$ cat config.mk
export PLATFORM = sky130hd
export DESIGN_NAME = ifu_fetch
export DESIGN_NICKNAME = d
export VERILOG_FILES = /design/src/rtl/ifu_fetch.sv
export SDC_FILE = /design/constraint.sdc
export NUM_CORES = 1
export LEC_CHECK = 0
export CAP_MARGIN = 25
export CORE_MARGIN = 5
export CORE_UTILIZATION = 43
export CTS_CLUSTER_DIAMETER = 80
export CTS_CLUSTER_SIZE = 24
export DETAILED_ROUTE_END_ITERATION = 10
export PLACE_DENSITY = 0.71
export RECOVER_POWER = 100
export SETUP_SLACK_MARGIN = 0.02
export SKIP_CTS_REPAIR_TIMING = 1
export SLEW_MARGIN = 40
export SYNTH_ARGS = -nofsm -noshare
export SYNTH_HDL_FRONTEND = slang
export SYNTH_SLANG_ARGS = --single-unit
$ cat constraint.sdc
create_clock -name clk -period 15.7 [get_ports clk]
set_input_delay 3.14 -clock clk [delete_from_list [all_inputs] [get_ports clk]]
set_output_delay 3.14 -clock clk [all_outputs]
set_load 0.05 [all_outputs]
$ cat src/rtl/ifu_fetch.sv
// ifu_fetch: instruction fetch stage for the RV64 core.
// Issues word fetches over a req/resp port and tracks in-flight PCs in order.
// Buffers {pc,inst} pairs in a small FIFO and hands them to decode over valid/ready.
// A redirect clears the buffer and discards every response still in flight.
// Optional feature macro: IFU_PERF_EN adds perf_fetch_cnt, perf_flush_cnt and perf_bubble_cnt outputs.
module ifu_fetch #(
  parameter logic [63:0] RESET_PC        = 64'h0000_0000_8000_0000,
  parameter int          FIFO_DEPTH      = 4,
  parameter int          MAX_OUTSTANDING = 2
) (
  input  logic        clk,
  input  logic        rst_n,
  output logic        imem_req_valid,
  input  logic        imem_req_ready,
  output logic [63:0] imem_req_addr,
  input  logic        imem_resp_valid,
  input  logic [31:0] imem_resp_data,
  output logic        out_valid,
  input  logic        out_ready,
  output logic [63:0] out_pc,
  output logic [31:0] out_inst,
  input  logic        redirect_valid,
  input  logic [63:0] redirect_pc
`ifdef IFU_PERF_EN
  ,
  output logic [63:0] perf_fetch_cnt,
  output logic [63:0] perf_flush_cnt,
  output logic [63:0] perf_bubble_cnt
`endif
);

  localparam int PTR_W    = $clog2(FIFO_DEPTH);
  localparam int CNT_W    = $clog2(FIFO_DEPTH + 1);
  localparam int OUT_W    = $clog2(MAX_OUTSTANDING + 1);
  localparam int IF_PTR_W = (MAX_OUTSTANDING > 1) ? $clog2(MAX_OUTSTANDING) : 1;
  localparam logic [IF_PTR_W-1:0] IF_LAST = IF_PTR_W'(MAX_OUTSTANDING - 1);

  typedef enum logic {
    ST_RUN   = 1'b0,
    ST_FLUSH = 1'b1
  } state_t;

  state_t              state_reg, state_next;
  logic [63:0]         fetch_pc_reg;
  logic [OUT_W-1:0]    outstanding_reg;
  logic [OUT_W-1:0]    drop_cnt_reg, drop_cnt_next;
  logic [OUT_W-1:0]    redirect_drop;

  // In-flight PC queue: one entry per accepted, not yet answered request.
  logic [63:0]         if_pc_reg [MAX_OUTSTANDING];
  logic [IF_PTR_W-1:0] if_wr_ptr_reg, if_rd_ptr_reg;
  logic [MAX_OUTSTANDING-1:0] if_we;

  // Instruction buffer.
  logic [63:0]         fifo_pc_reg   [FIFO_DEPTH];
  logic [31:0]         fifo_inst_reg [FIFO_DEPTH];
  logic [PTR_W-1:0]    fifo_wr_ptr_reg, fifo_rd_ptr_reg;
  logic [CNT_W-1:0]    fifo_count_reg;
  logic [FIFO_DEPTH-1:0] fifo_we;

  logic req_allowed, req_valid_int, req_fire;
  logic resp_pop, fifo_push, fifo_pop, fifo_empty;

  function automatic logic [IF_PTR_W-1:0] if_ptr_inc(input logic [IF_PTR_W-1:0] p);
    return (p == IF_LAST) ? '0 : p + IF_PTR_W'(1);
  endfunction

  // Credit rule: never issue a request whose response could not find a FIFO slot.
  assign req_allowed = (int'(outstanding_reg) < MAX_OUTSTANDING) &&
                       ((int'(fifo_count_reg) + int'(outstanding_reg)) < FIFO_DEPTH);

  assign imem_req_valid = rst_n && req_valid_int;
  assign imem_req_addr  = rst_n ? fetch_pc_reg : RESET_PC;
  assign req_fire       = imem_req_valid && imem_req_ready;

  // A response with nothing outstanding is a protocol error and is ignored.
  assign resp_pop      = imem_resp_valid && (outstanding_reg != '0);
  assign fifo_push     = resp_pop && (state_reg == ST_RUN) && !redirect_valid;
  assign redirect_drop = outstanding_reg - OUT_W'(resp_pop);

  assign fifo_empty = (fifo_count_reg == '0);
  assign out_valid  = rst_n && !fifo_empty && !redirect_valid;
  assign fifo_pop   = out_valid && out_ready;
  assign out_pc     = (rst_n && !fifo_empty) ? fifo_pc_reg[fifo_rd_ptr_reg] : '0;
  assign out_inst   = (rst_n && !fifo_empty) ? fifo_inst_reg[fifo_rd_ptr_reg] : '0;

  for (genvar gi = 0; gi < FIFO_DEPTH; gi++) begin : g_fifo_we
    assign fifo_we[gi] = fifo_push && (fifo_wr_ptr_reg == PTR_W'(gi));
  end

  for (genvar gi = 0; gi < MAX_OUTSTANDING; gi++) begin : g_if_we
    assign if_we[gi] = req_fire && (if_wr_ptr_reg == IF_PTR_W'(gi));
  end

  // Next-state logic: request gating and drop accounting for RUN/FLUSH.
  always_comb begin
    state_next    = state_reg;
    drop_cnt_next = drop_cnt_reg;
    req_valid_int = 1'b0;
    case (state_reg)
      ST_RUN: begin
        req_valid_int = !redirect_valid && req_allowed;
        if (redirect_valid) begin
          drop_cnt_next = redirect_drop;
          state_next    = (redirect_drop != '0) ? ST_FLUSH : ST_RUN;
        end
      end
      ST_FLUSH: begin
        if (redirect_valid) begin
          drop_cnt_next = redirect_drop;
          state_next    = (redirect_drop != '0) ? ST_FLUSH : ST_RUN;
        end else if (drop_cnt_reg == '0) begin
          state_next = ST_RUN;
        end else if (resp_pop) begin
          drop_cnt_next = drop_cnt_reg - OUT_W'(1);
          if (drop_cnt_reg == OUT_W'(1)) begin
            state_next = ST_RUN;
          end
        end
      end
      default: begin
        state_next = ST_RUN;
      end
    endcase
  end

  // Control state: FSM, fetch PC, outstanding count and queue pointers.
  always_ff @(posedge clk) begin
    if (!rst_n) begin
      state_reg       <= ST_RUN;
      drop_cnt_reg    <= '0;
      fetch_pc_reg    <= RESET_PC;
      outstanding_reg <= '0;
      if_wr_ptr_reg   <= '0;
      if_rd_ptr_reg   <= '0;
      fifo_wr_ptr_reg <= '0;
      fifo_rd_ptr_reg <= '0;
      fifo_count_reg  <= '0;
    end else begin
      state_reg    <= state_next;
      drop_cnt_reg <= drop_cnt_next;
      if (redirect_valid) begin
        fetch_pc_reg <= redirect_pc & ~64'd3;
      end else if (req_fire) begin
        fetch_pc_reg <= fetch_pc_reg + 64'd4;
      end
      outstanding_reg <= outstanding_reg + OUT_W'(req_fire) - OUT_W'(resp_pop);
      if (req_fire) begin
        if_wr_ptr_reg <= if_ptr_inc(if_wr_ptr_reg);
      end
      if (resp_pop) begin
        if_rd_ptr_reg <= if_ptr_inc(if_rd_ptr_reg);
      end
      if (redirect_valid) begin
        fifo_wr_ptr_reg <= '0;
        fifo_rd_ptr_reg <= '0;
        fifo_count_reg  <= '0;
      end else begin
        if (fifo_push) begin
          fifo_wr_ptr_reg <= fifo_wr_ptr_reg + PTR_W'(1);
        end
        if (fifo_pop) begin
          fifo_rd_ptr_reg <= fifo_rd_ptr_reg + PTR_W'(1);
        end
        fifo_count_reg <= fifo_count_reg + CNT_W'(fifo_push) - CNT_W'(fifo_pop);
      end
    end
  end

  // Storage writes: in-flight PCs on request accept, {pc,inst} on response push.
  always_ff @(posedge clk) begin
    for (int i = 0; i < MAX_OUTSTANDING; i++) begin
      if (if_we[i]) begin
        if_pc_reg[i] <= fetch_pc_reg;
      end
    end
    for (int i = 0; i < FIFO_DEPTH; i++) begin
      if (fifo_we[i]) begin
        fifo_pc_reg[i]   <= if_pc_reg[if_rd_ptr_reg];
        fifo_inst_reg[i] <= imem_resp_data;
      end
    end
  end

`ifdef IFU_PERF_EN
  // Performance counters: accepted fetches, redirect cycles, decode bubbles.
  always_ff @(posedge clk) begin
    if (!rst_n) begin
      perf_fetch_cnt  <= '0;
      perf_flush_cnt  <= '0;
      perf_bubble_cnt <= '0;
    end else begin
      if (req_fire) begin
        perf_fetch_cnt <= perf_fetch_cnt + 64'd1;
      end
      if (redirect_valid) begin
        perf_flush_cnt <= perf_flush_cnt + 64'd1;
      end
      if (!out_valid) begin
        perf_bubble_cnt <= perf_bubble_cnt + 64'd1;
      end
    end
  end
`endif

  // The memory must never answer more requests than were accepted.
  resp_without_req: assert property (@(posedge clk) disable iff (!rst_n)
    !(imem_resp_valid && (outstanding_reg == '0)));

endmodule

After elaboration in Yosys (flattened, before gate mapping)
Memories as Yosys holds them, arrays and structs flattened. A register that Yosys moved wholly into a read port is not among the register bits.
Cells that the tools add are included.
Word-level totals
  register bits: 78
  memory bits (writable): 512
  input port bits: 102
  memories: 3
Cells by class
  add/sub/neg operators: 12
  $lt $le $gt $ge: 2
  equality and inequality tests: 7
  multiplexer cells: 59
  bitwise logic cells: 3
  reduce and logical (&&, ||, !) cells: 33
Memories
  fifo_pc_reg: words 4, bits a word 64, rd ports 1, clocked after Yosys merged registers in 1, wr ports 1, RTL line 55  | logic [63:0] fifo_pc_reg [FIFO_DEPTH];
  fifo_inst_reg: words 4, bits a word 32, rd ports 1, clocked after Yosys merged registers in 1, wr ports 1, RTL line 56  | logic [31:0] fifo_inst_reg [FIFO_DEPTH];
  if_pc_reg: words 2, bits a word 64, rd ports 1, clocked after Yosys merged registers in 1, wr ports 1, RTL line 50  | logic [63:0] if_pc_reg [MAX_OUTSTANDING];
Operators by type and width (count)
  $mux W64: 8
  $reduce_or A64 Y1: 4
  $mux W32: 4
  $reduce_or A32 Y1: 3
  $add A64 B3 Y64 const B: 1
  $mux W1: 31
  $mux W2: 14
  $logic_and A1 B1 Y1: 16
  $reduce_bool A2 Y1: 3
  $add A2 B1 Y2 const B: 2
  $add A3 B2 Y4: 1
  $eq A2 B1 Y1 const B: 2
  $eq A2 B2 Y1 const B: 2
  $logic_not A2 Y1: 2
  $lt A4 B3 Y1 const B: 1
  $pmux W2 S2: 1
  $sub A2 B1 Y2: 2
  $add A3 B1 Y3: 1
  $logic_not A3 Y1: 1
  $ne A3 B2 Y1 const B: 1
  $ne A3 B3 Y1 const B: 1
  $not A1 Y1: 3
  $reduce_and A3 Y1: 1
  $sub A3 B1 Y3: 1
  other kinds (8): 10

Logic depth before layout (Yosys ltp)
  depth in word-level cells: 12
  gate-level depth with buffers: 12
  gate-level depth less buffers: 10

Worst setup path before layout
Ideal clock, no wire load.
  kind: input to output
  from: input port rst_n
  to: output port imem_req_addr[4]
  arrival time: 4385 ps
  required time: 12560 ps
  setup slack: 8175 ps
  cell stages on the path: 5
  cell sequence: inv_1 > clkbuf_1 > clkbuf_8 > clkbuf_1 > nor2_1
Between the ends
  cells in the longest elaborated chain, start to end: 1
RTL lines
  from (decl): RTL line 12  | input logic rst_n,
  $mux W64: RTL line 73  | assign imem_req_addr = rst_n ? fetch_pc_reg : RESET_PC;
  to (decl): RTL line 15  | output logic [63:0] imem_req_addr,
Every way passes these cells.

Worst setup path in the final report
  from: input port rst_n
  to: output port imem_req_addr[53]
The elaborated chain is that of the path after synthesis.

==> run metrics <==
post-synthesis simple-gate area fraction=0.109; critical path, cell by cell=buf_2, clkbuf_1, inv_2, buf_4, nor2_1, clkdlybuf4s50_1; Routability Congestion=0.879; # IOs=between 200 and 300; Final Core Density=0.510; CP Data Required Time=between 10 and 15 ns; Worst R2R Start=outstanding_reg[1]; TritonCTS clock tree=yes; #FFs+latches synth=slightly below 600; PwrDens=111 mW/mm²; Final nets=roughly 1.8k; CP Max Fanout=78; most common flop cell mapped by yosys=edfxtp_1; Worst-Skew Late Latency=about 0.60 ns; failing checks=capacitance limit, slew limit; min-delay src=fetch_pc_reg[62]; f_max=between 80 and 90 MHz; Max-slew headroom=-2.00; vias=roughly 14k; DR pass1 iterations=7; antenna fix cells=0; Routed WL per cell=between 20 and 25 µm; Hold Vio Cnt, Final=0; leakage=9.28 nW; first-pass GRT wire length=about 89000 µm; htree depth=1; crit path time final=about 12 ns; maximum VDD drop=approximately 0.1 mV; worst path bufs/invs=5; Post-Syn Area per Cell=approximately 16 µm²; Bufs on Longest Clock Path=3; status=finished, violations left; Setup TNS Final=0 ns; die area=between 0.06 and 0.07 mm²; mux contribution to synthesized area=0.123; part of the power in registers=0.595; Worst Hold End=if_pc_reg[1][62]; Synth Area in XOR/XNOR=0.00692; clk sinks=579; post-synthesis sequential area ratio=0.690; number of global-route vias before repair=14.3k; CP arrival=8.78 ns; reg-to-reg endpoint=fifo_inst_reg[2][15]; fin worst setup slack=3.78 ns; Syn Std Cell Area=0.0240 mm²; number of flops mapped to enable cells by yosys=500; largest net degree at the start of global routing=79; Iter 0 DRT Violations=1250; clock network power share=0.270; Worst Setup End Kind=output port; max reg flops=about 250; core area=0.0552 mm²; Clock Root Buffer=clkbuf_16; layout cells sized above 1=0.102; Initial Util=0.436; total gr overflow=0; P&R area growth vs syn=17.1%; Die X=roughly 250 µm; vias per cell=roughly 5.6; ranking of synthesized cells by area=edfxtp_1 62%, mux4_2 8.8%, dfxtp_1 6.6%, mux2_2 3.1%, nor2b_1 2.5%; critical path launch point type=input port; CTS Buf Count=29; Worst path slowest cell=clkbuf_1; setup slack, reg-to-reg=8.37 ns; number of cell rows=86; synthesized-area fraction occupied by adder cells=0.00760; Synth Area in Compound Gates=0.0406; DRC=0; hpwl dp=about 38000 µm; max_cap viols=13; Die Ht=~250 µm; Sw Ratio=0.254; critical path depth=6; worst-case clock skew=~0.027 ns; Setup Viol. Count Final=0; family with the most delay on the worst path=buffers and inverters; Slew Viols, Final=579; Final Cycle Share=0.759; final wirelength=just under 60000 µm; Hold Path Depth=0; sw power=approximately 0.8 mW; post-synth top area cell=edfxtp_1; asr flop ratio synth=0; gr usage total=0.191; post-route ant nets=0; reg2reg path depth=4; CP peak stage delay=between 2 and 3 ns; Int Pwr=2.33 mW; tightest hold margin=between 0.5 and 0.6 ns; number of library cell types mapped by synthesis=about 70; class of the worst hold path=reg -> reg; Yosys warning count=0; initial antenna violation count=0; post-synth top area share=0.624; Clk pin slew, worst setup/hold paths=approximately 0.090 ns; slew of the pin with the lowest slew margin=4.50 ns; Logic pwr share=0.135; RSZ-0062 raised after global routing=false; main combinational cell family by area after synthesis=multiplexers; cells after synthesis=1500; Placement Setup Slack=roughly 6.5 ns; I/O Buffers=about 260; WS Path Type=in -> out
-- power by group through the flow --
stage	logic [mW]	registers, mW	clock network [mW]
after CTS	0.455	1.85	0.864
final	0.422	1.86	0.842
after global placement	0.412	1.90	0
after detailed placement	0.452	1.89	0
after global routing	0.456	1.87	0.925
after floorplan	0.304	1.86	0
-- metrics by stage --
step / area (µm²) / power, mW / cells
2_1_floorplan: 24100 / 2.17 / 1503
3_3_place_gp: 27300 / 2.32 / 2440
3_5_place_dp: 27400 / 2.34 / 2442
4_1_cts: 28300 / 3.17 / 2495
5_1_grt: 28200 / 3.25 / 2495
6_report: 28200 / 3.12 / 2495
-- synthesized netlist by cell type, types with 28 or more instances --
cell / n
mux4_2: 94
mux2_2: 67
inv_1: 29
nor2b_1: 95
edfxtp_1: 500
a21oi_1: 36
nor2_1: 65
nand2_1: 70
nand3_1: 37
dfxtp_1: 79
clkbuf_1: 51
o21ai_0: 31
nand4_1: 28
and2_1: 59
-- cells in the final DEF, fill, tap and decap left out, types with 28 or more instances in the layout --
master,count
edfxtp_1,500
nor2b_1,95
o21ai_0,31
nor2_1,65
mux2_1,62
dfxtp_1,77
a21oi_1,36
dlygate4sd3_1,186
clkbuf_1,28
nand3_1,37
mux4_2,94
and2_1,51
nand4_1,29
nand2_1,70
clkdlybuf4s50_1,69
inv_1,28
clkbuf_16,29
-- logic make-up after synthesis --
family,Yosys count
compound gates,148
xor+xnor,19
fa+ha+maj,14
buf+inv,119
flops,579
mux,169
other cells,1
simple gates,451
-- final cells by class --
cell class	count	area [µm²]
clock buffer	49	835
clock inverter	4	46.3
fill	4551	27000
inverter	30	113
multi-input combinational	805	6940
sequential	579	16600
tap	748	936
timing repair buffer	280	2700
-- worst max-delay path by stage --
stage,start,end,slack [ns]
floorplan,rst_n,imem_req_addr[4],8.18
global placement,rst_n,out_inst[22],6.52
detailed placement,rst_n,out_inst[22],6.51
CTS,rst_n,out_pc[61],6.49
global route,rst_n,imem_req_addr[53],3.28
finish,rst_n,imem_req_addr[53],3.78
-- layer usage --
metal	track usage	share of wire	wire length, µm	vias to the layer above
li1	-	-	-	6238
met1	0.271	0.43	25200	7236
met2	0.317	0.49	28700	529
met3	0.0318	0.066	3880	76
met4	0.0394	0.021	1230	0
met5	0	0	0	-
Power figures use the tool's default switching activity.
